--- src/rtl/sram_port_arbiter.sv ---
// sram_port_arbiter: shares one single-port synchronous SRAM between the fetch
// stage (reads only) and the memory stage (reads/writes). Data has priority
// over fetch, and a starvation guard hands the port to fetch after STARVE_MAX
// consecutive data wins. A write-back cancel squashes fetch issue and drops
// an in-flight fetch response.
// Optional build macro: ARB_STALL_CNT_EN enables the 32-bit fetch stall counter;
// without it stall_cnt is tied to zero.
module sram_port_arbiter #(
    parameter int ADDR_W     = 32,
    parameter int DATA_W     = 32,
    parameter int STARVE_MAX = 4
) (
    input  logic              clk,
    input  logic              resetn,
    input  logic              inst_req,
    input  logic [ADDR_W-1:0] inst_addr,
    output logic              inst_gnt,
    output logic              inst_ack,
    output logic [DATA_W-1:0] inst_rdata,
    input  logic              data_req,
    input  logic [3:0]        data_wen,
    input  logic [ADDR_W-1:0] data_addr,
    input  logic [DATA_W-1:0] data_wdata,
    output logic              data_gnt,
    output logic              data_ack,
    output logic [DATA_W-1:0] data_rdata,
    input  logic              cancel,
    output logic              mem_en,
    output logic [3:0]        mem_wen,
    output logic [ADDR_W-1:0] mem_addr,
    output logic [DATA_W-1:0] mem_wdata,
    input  logic [DATA_W-1:0] mem_rdata,
    output logic [31:0]       stall_cnt
);

    localparam logic [3:0] SMAX = 4'(STARVE_MAX);

    // Owner of the access whose SRAM data returns this cycle
    typedef enum logic [1:0] {NONE, OWN_I, OWN_D} own_t;

    own_t              state, state_nxt;
    logic [3:0]        starve_cnt, starve_nxt;
    logic [DATA_W-1:0] inst_hold, data_hold;

    // Owner register and starvation counter; reset discards any in-flight response
    always_ff @(posedge clk or negedge resetn) begin
        if (!resetn) begin
            state      <= NONE;
            starve_cnt <= '0;
        end else begin
            state      <= state_nxt;
            starve_cnt <= starve_nxt;
        end
    end

    // Grant arbitration, next owner and starvation count update
    always_comb begin
        inst_gnt   = 1'b0;
        data_gnt   = 1'b0;
        state_nxt  = NONE;
        starve_nxt = starve_cnt;
        // gating with resetn keeps grants low for the whole reset, not just after an edge
        if (resetn) begin
            if (inst_req && !cancel && (!data_req || starve_cnt == SMAX))
                inst_gnt = 1'b1;
            else if (data_req)
                data_gnt = 1'b1;
        end
        if (inst_gnt)
            state_nxt = OWN_I;
        else if (data_gnt)
            state_nxt = OWN_D;
        // a cancelled fetch neither clears nor advances the guard
        if (inst_gnt || !inst_req)
            starve_nxt = '0;
        else if (!cancel && data_gnt && starve_cnt != SMAX)
            starve_nxt = starve_cnt + 4'd1;
    end

    // SRAM drive follows the granted requester in the same cycle
    always_comb begin
        mem_en    = inst_gnt | data_gnt;
        mem_wen   = data_gnt ? data_wen : 4'h0;
        mem_addr  = data_gnt ? data_addr : inst_addr;
        mem_wdata = data_wdata;
    end

    // Responses: ack one cycle after grant; cancel drops a fetch response
    always_comb begin
        inst_ack   = (state == OWN_I) && !cancel;
        data_ack   = (state == OWN_D);
        // SRAM data is presented alongside ack, then the captured copy is held
        inst_rdata = inst_ack ? mem_rdata : inst_hold;
        data_rdata = data_ack ? mem_rdata : data_hold;
    end

    // Capture returned read data so each port's rdata holds until its next ack
    always_ff @(posedge clk or negedge resetn) begin
        if (!resetn) begin
            inst_hold <= '0;
            data_hold <= '0;
        end else begin
            if (inst_ack) inst_hold <= mem_rdata;
            if (data_ack) data_hold <= mem_rdata;
        end
    end

`ifdef ARB_STALL_CNT_EN
    logic [31:0] stall_q;

    // Count cycles where fetch wants the port but loses it (cancel cycles excluded)
    always_ff @(posedge clk or negedge resetn) begin
        if (!resetn)
            stall_q <= '0;
        else if (inst_req && !inst_gnt && !cancel)
            stall_q <= stall_q + 32'd1;
    end

    assign stall_cnt = stall_q;
`else
    assign stall_cnt = 32'd0;
`endif

endmodule

--- config.mk ---
export PLATFORM = sky130hd
export DESIGN_NAME = sram_port_arbiter
export DESIGN_NICKNAME = d
export VERILOG_FILES = /design/src/rtl/sram_port_arbiter.sv
export SDC_FILE = /design/constraint.sdc
export NUM_CORES = 1
export LEC_CHECK = 0
export CAP_MARGIN = 5
export CORE_MARGIN = 3
export CORE_UTILIZATION = 25
export CTS_CLUSTER_DIAMETER = 100
export CTS_CLUSTER_SIZE = 16
export DETAILED_ROUTE_END_ITERATION = 8
export GPL_ROUTABILITY_DRIVEN = 0
export MAX_ROUTING_LAYER = met4
export PLACE_DENSITY_LB_ADDON = 0.25
export SETUP_SLACK_MARGIN = 0.4
export SLEW_MARGIN = 30
export SYNTH_ARGS = -nofsm -noshare
export SYNTH_HDL_FRONTEND = slang
export SYNTH_SLANG_ARGS = --single-unit
--- constraint.sdc ---
create_clock -name clk -period 6 [get_ports clk]
set_clock_uncertainty 0.05 [all_clocks]
set_input_delay 0.9 -clock clk [delete_from_list [all_inputs] [get_ports clk]]
set_output_delay 0.9 -clock clk [all_outputs]
set_load 0.01 [all_outputs]
==> metrics.yaml, run 1 <==
status: "finished clean"
core_um2: 14100
vdd_drop_max_uv: 193
rrSetupSlack_ns: 4.14
setup-violations-final: 0
hp-class: "reg -> reg"
io_pins: 306
cts_resized: 0
nNetsFinal: 602
maxSlewHeadroom_pct: 53.8
cap_violations: 0
grtUsageMet1_pct: 18.7
placementRows: 43
antenna_left: 0
total_power_mw: 1.67
clk_pin_slew_ns: 0.05
end_kind: "output pin"
post-dp-hpwl_um: 8750
synth_top_area_cell: "dfrtp_1"
drc: 0
synth_common_cells: "mux2_2 (71), dfrtp_1 (70), buf_4 (64)"
timing.final.crit_share_pct: 73.8
clock_sinks: 70
ys_top_cells_by_area: "dfrtp_1 (48%), mux2_2 (22%), buf_4 (13%), mux2_1 (7.7%), buf_6 (0.92%)"
critPathLaunchType: "input pin"
yosysUniqueCellTypes: 30
fillerInstances: 1361
grt_remaining_overflow: 0
hold_buffers: 0
dr.pass1.iters: 4
route.vias.total: 2679
r2r_end: "inst_hold[25]"
grt_pass1_vias: 2935
ys.flop_type: "dfrtp_1"
slew_violations: 0
grt.total_usage_pct: 14.1
post-cts-setup-buffers: 0
avgRoutedWirePerCell_um: 17.3
grt_use_met3_pct: 2.84
r2r-start: "state[1]"
critPathRequiredTime_ns: 5.05
holdPathStages: 1
grtUsageMet2_pct: 22.0
io_buffers: 209
synth_top_area_share_pct: 47.7
synth_warnings: 0
vias_per_cell: 4.13
antenna_found_initial: 0
min_to: "data_hold[21]"
multiInputGateArea_um2: 1490
clk_latency_ns: 0.32
synth_most_common_cell: "mux2_2"
syn2layout_area_growth_pct: 62.2
netlist_area_um2: 3670
ys_ff_latch: 70
min_from: "data_hold[21]"
drt-total-wl_um: 11200
ctsHtreeMaxLevel: 3
p_leak_nw: 2.44
cts_buffers: 9
regArea_um2: 1750
avgSynthCellArea_um2: 13.0
ys_async_sr_fraction_pct: 100
antenna_cells: 0
cts_root_buf: "clkbuf_16"
grt_start_max_net_pins: 78
clock.fmax_ghz: 0.226
start_util_pct: 26.0
cts_tree: "done"
clockBufferDepth: 2
synth_edf_count: 0
tns_ns: 0
die_y_um: 127
path_max_fanout: 19
grt_pass1_wl_um: 17100
arrival_ns: 3.48
rr_worst_depth: 3
die_x_um: 127
layout_min_cycle_time_ns: 4.43
netlist_instances: 282
hold_viol_final: 0
die_area_um2: 16200
rsz0062_at_grt: "false"
busiest_layer: "met2"
p_per_area_nw_per_um2: 281
crit_type: "in -> out"
drive_above_1_share_pct: 20.1
synth-seq-area-share_pct: 47.7
tightest_slew_ns: 0.693
drtIter0Drc: 50
## critical path, stage by stage
cell and delay [ns]:
clkdlybuf4s50_1 0.64, nor2b_1 0.16, a21oi_4 0.58, buf_8 0.26, mux2_1 0.42, clkdlybuf4s50_1 0.51
## kinds of logic (layout without fill, tap and decap cells)
logic type               count (synthesis)  after routing  share of synthesized area, %
multiplexers                            96             96                          29.5
buffers and inverters                   76            231                          15.1
flip-flops                              70             70                          47.7
AND/OR/NAND/NOR                         26             26                          4.74
AO/OA/AOI/OAI                           11             11                          2.15
adder cells (fa/ha/maj)                  2              2                         0.682
other                                    1             32                         0.102
## flip-flops by register name (all words and copies together), names as in the netlist
name,cells
data_hold,32
inst_hold,32
starve_cnt,4
state,2
## where the power goes
| part | switching [mW] | total [mW] | leakage (nW) | internal [mW] |
|---|---|---|---|---|
| Clock | 0.198 | 0.574 | 0.156 | 0.376 |
| Sequential | 0.0204 | 0.578 | 0.855 | 0.557 |
| Combinational | 0.204 | 0.523 | 1.43 | 0.319 |
## cells in the final DEF (no fill, tap or decap), types with 2 or more instances in the layout
master / synthesis / routed
bufinv_16: 0 / 2
o21ai_0: 2 / 2
and3b_1: 2 / 2
clkbuf_16: 0 / 9
mux2_1: 25 / 25
clkdlybuf4s50_1: 0 / 208
o221ai_1: 2 / 2
inv_1: 2 / 2
nand2b_1: 3 / 3
nand3_1: 3 / 3
ha_1: 2 / 2
a21oi_1: 4 / 4
conb_1: 1 / 32
buf_4: 64 / 2
nand3b_1: 3 / 3
nor2_1: 2 / 2
mux2_2: 71 / 71
and2_1: 4 / 4
dfrtp_1: 70 / 70
## layout make-up
cell class | count | share of cell area [%]
repair buffers | 213 | 36.1
well taps | 180 | 3.78
multi-input cells | 167 | 25.1
clock buffers | 11 | 4.08
inverters | 2 | 0.126
clock inverters | 5 | 1.37
flip-flops and latches | 70 | 29.4
## metrics by stage
step	util [%]	hold slack, ns	cells	setup slack (ns)	cell area [um2]
6_report	42.2	0.443	648	1.57	5950
5_1_grt	42.2	0.456	648	1.44	5950
4_1_cts	42.2	0.448	648	1.55	5950
3_5_place_dp	39.9	0.434	632	1.57	5620
3_3_place_gp	39.6	0.430	630	1.53	5580
2_1_floorplan	-	0.463	313	3.14	3790
## metal layers
layer / up-vias / part of all wire, % / wire length, um
met5: - / 0 / 0
met4: 0 / 1.2 / 131
met3: 10 / 4.2 / 473
met2: 101 / 48 / 5420
met1: 1322 / 46 / 5150
li1: 1246 / - / -
## worst max-delay path by stage
stage               startpoint           end  slack, ns  cells after the start
finish                  cancel  mem_addr[23]       1.57                      6
global route            cancel  mem_addr[23]       1.44                      6
CTS                     cancel  mem_addr[23]       1.55                      6
detailed placement      cancel  mem_addr[23]       1.57                      6
global placement        cancel  mem_addr[23]       1.53                      5
floorplan             inst_req  mem_addr[10]       3.14                      4
Power figures use the tool's default switching activity.
==> inputs of run 2 (changes only) <==
==> constraint.sdc (replaced) <==
create_clock -name clk -period 4.6 [get_ports clk]
set_clock_uncertainty 0.05 [all_clocks]
set_input_delay 0.69 -clock clk [delete_from_list [all_inputs] [get_ports clk]]
set_output_delay 0.69 -clock clk [all_outputs]
set_load 0.01 [all_outputs]
==> metrics.yaml, run 2 (synthesis results as in run 1) <==
grt_remaining_overflow: 0
rsz0062_at_grt: "false"
drtIter0Drc: 76
antenna_left: 0
critical_path.top_delay_family: "buffers and inverters"
layout_min_cycle_time_ns: 3.73
antenna_found_initial: 0
cts_buffers: 9
reg.largest.list: "data_hold: 32 flops, inst_hold: 32 flops, starve_cnt: 4 flops"
syn2layout_area_growth_pct: 61.7
drive_above_1_share_pct: 20.1
die_area_um2: 16200
switching_share_pct: 25.6
critPathLaunchType: "input pin"
hold_viol_final: 0
fillerInstances: 1353
path_max_fanout: 37
io_pins: 306
antenna_cells: 0
avgRoutedWirePerCell_um: 17.2
crit_cells: 6
timing.final.crit_share_pct: 81.0
final_cell_mix: "clkdlybuf4s50_1 (208), mux2_2 (71), dfrtp_1 (70)"
placementRows: 43
drc: 0
r2r_end: "data_hold[15]"
cts_root_buf: "clkbuf_16"
nNetsFinal: 602
start_util_pct: 26.0
switchingPower_uw: 556
clockBufferDepth: 2
grt.total_usage_pct: 14.0
grt_start_max_net_pins: 72
pwr-share-seq_pct: 34.6
setup-violations-final: 0
die_x_um: 127
final_common_cell: "clkdlybuf4s50_1"
rr_worst_depth: 3
die_y_um: 127
worst-path-buf-inv: 3
crit_type: "in -> out"
vdd_drop_max_uv: 244
drt-total-wl_um: 11100
max_stage_delay_ns: 0.63
p_leak_nw: 2.43
grt_pass1_wl_um: 17000
status: "finished clean"
clock_power_share_pct: 34.1
crit_chain: "clkdlybuf4s50_1, nor2b_1, a21oi_4, buf_4, mux2_1, clkdlybuf4s50_1"
ctsHtreeMaxLevel: 3
post-cts-setup-buffers: 0
maxSlewHeadroom_pct: 49.9
vias_per_cell: 4.14
clock_sinks: 70
clk_pin_slew_ns: 0.06
pre_cts_ws_ns: 0.862
hp-class: "in -> async"
critPathRequiredTime_ns: 3.86
arrival_ns: 2.99
rrSetupSlack_ns: 2.65
grt_pass1_vias: 2879
p_comb_share_pct: 31.3
tightest_slew_ns: 0.750
post-dp-hpwl_um: 8700
clk_latency_ns: 0.32
fin_util_pct: 42.1
r2r-start: "state[1]"
cts_resized: 0
dr.pass1.iters: 4
route.vias.total: 2680
internal_power_mw: 1.62
tns_ns: 0
io_buffers: 209
cap_violations: 0
crit_top_cell: "clkdlybuf4s50_1"
hold_buffers: 0
slew_violations: 0
end_kind: "output pin"
cts_tree: "done"
crit_slowest_cell: "clkdlybuf4s50_1"
clock.fmax_ghz: 0.268
core_um2: 14100
p_per_area_nw_per_um2: 366
timing.final.ws_setup_ns: 0.875
==> run 2: cell count changes in the layout (fill, tap and decap cells not counted) <==
cell      change
clkbuf_8      -1
buf_4         +1
buf_16        -1
buf_8         -1
clkinv_2      -1
clkinv_4      +2
buf_12        +1
==> run 2: power by group through the flow <==
stage / clock network [mW] / logic [mW] / registers (mW)
global placement: 0 / 0.683 / 0.762
CTS: 0.769 / 0.690 / 0.756
global route: 0.797 / 0.724 / 0.766
detailed placement: 0 / 0.683 / 0.767
floorplan: 0 / 0.316 / 0.755
finish: 0.742 / 0.680 / 0.753
==> run 2: how the worst max path moves through the flow <==
stage | startpoint | to
6_report | cancel | mem_addr[16]
3_5_place_dp | cancel | mem_addr[16]
3_3_place_gp | cancel | mem_addr[16]
2_1_floorplan | starve_cnt[0] | mem_addr[10]
5_1_grt | cancel | mem_addr[16]
4_1_cts | cancel | mem_addr[16]
==> run 2: routing by layer <==
| layer | part of all wire, % | global-route usage (%) |
|---|---|---|
| met5 | 0 | - |
| met4 | 1.1 | 3.72 |
| met3 | 4.7 | 3.30 |
| met2 | 50 | 22.3 |
| met1 | 44 | 18.1 |
==> run 2: area by class of cell <==
cell class | instances | area, um2 | share of cell area [%]
clock buffers | 10 | 229 | 3.86
clock inverters | 6 | 93.8 | 1.58
inverters | 2 | 7.51 | 0.126
multi-input cells | 167 | 1490 | 25.1
flip-flops and latches | 70 | 1750 | 29.5
well taps | 180 | 225 | 3.79
repair buffers | 213 | 2140 | 36.0
==> run 2: metrics by stage <==
step	cell area [um2]	cells	hold WS (ns)	total power, mW
3_3_place_gp	5610	632	0.430	1.44
3_5_place_dp	5610	632	0.435	1.45
6_report	5940	648	0.121	2.17
2_1_floorplan	3790	313	0.344	1.07
4_1_cts	5930	648	0.0980	2.21
5_1_grt	5940	648	0.0998	2.29
==> run 2: worst register-to-register path: stages, from the launching register on <==
cell and delay (ns):
dfrtp_1 0.39, nor2b_4 0.66, buf_4 0.35, mux2_2 0.38
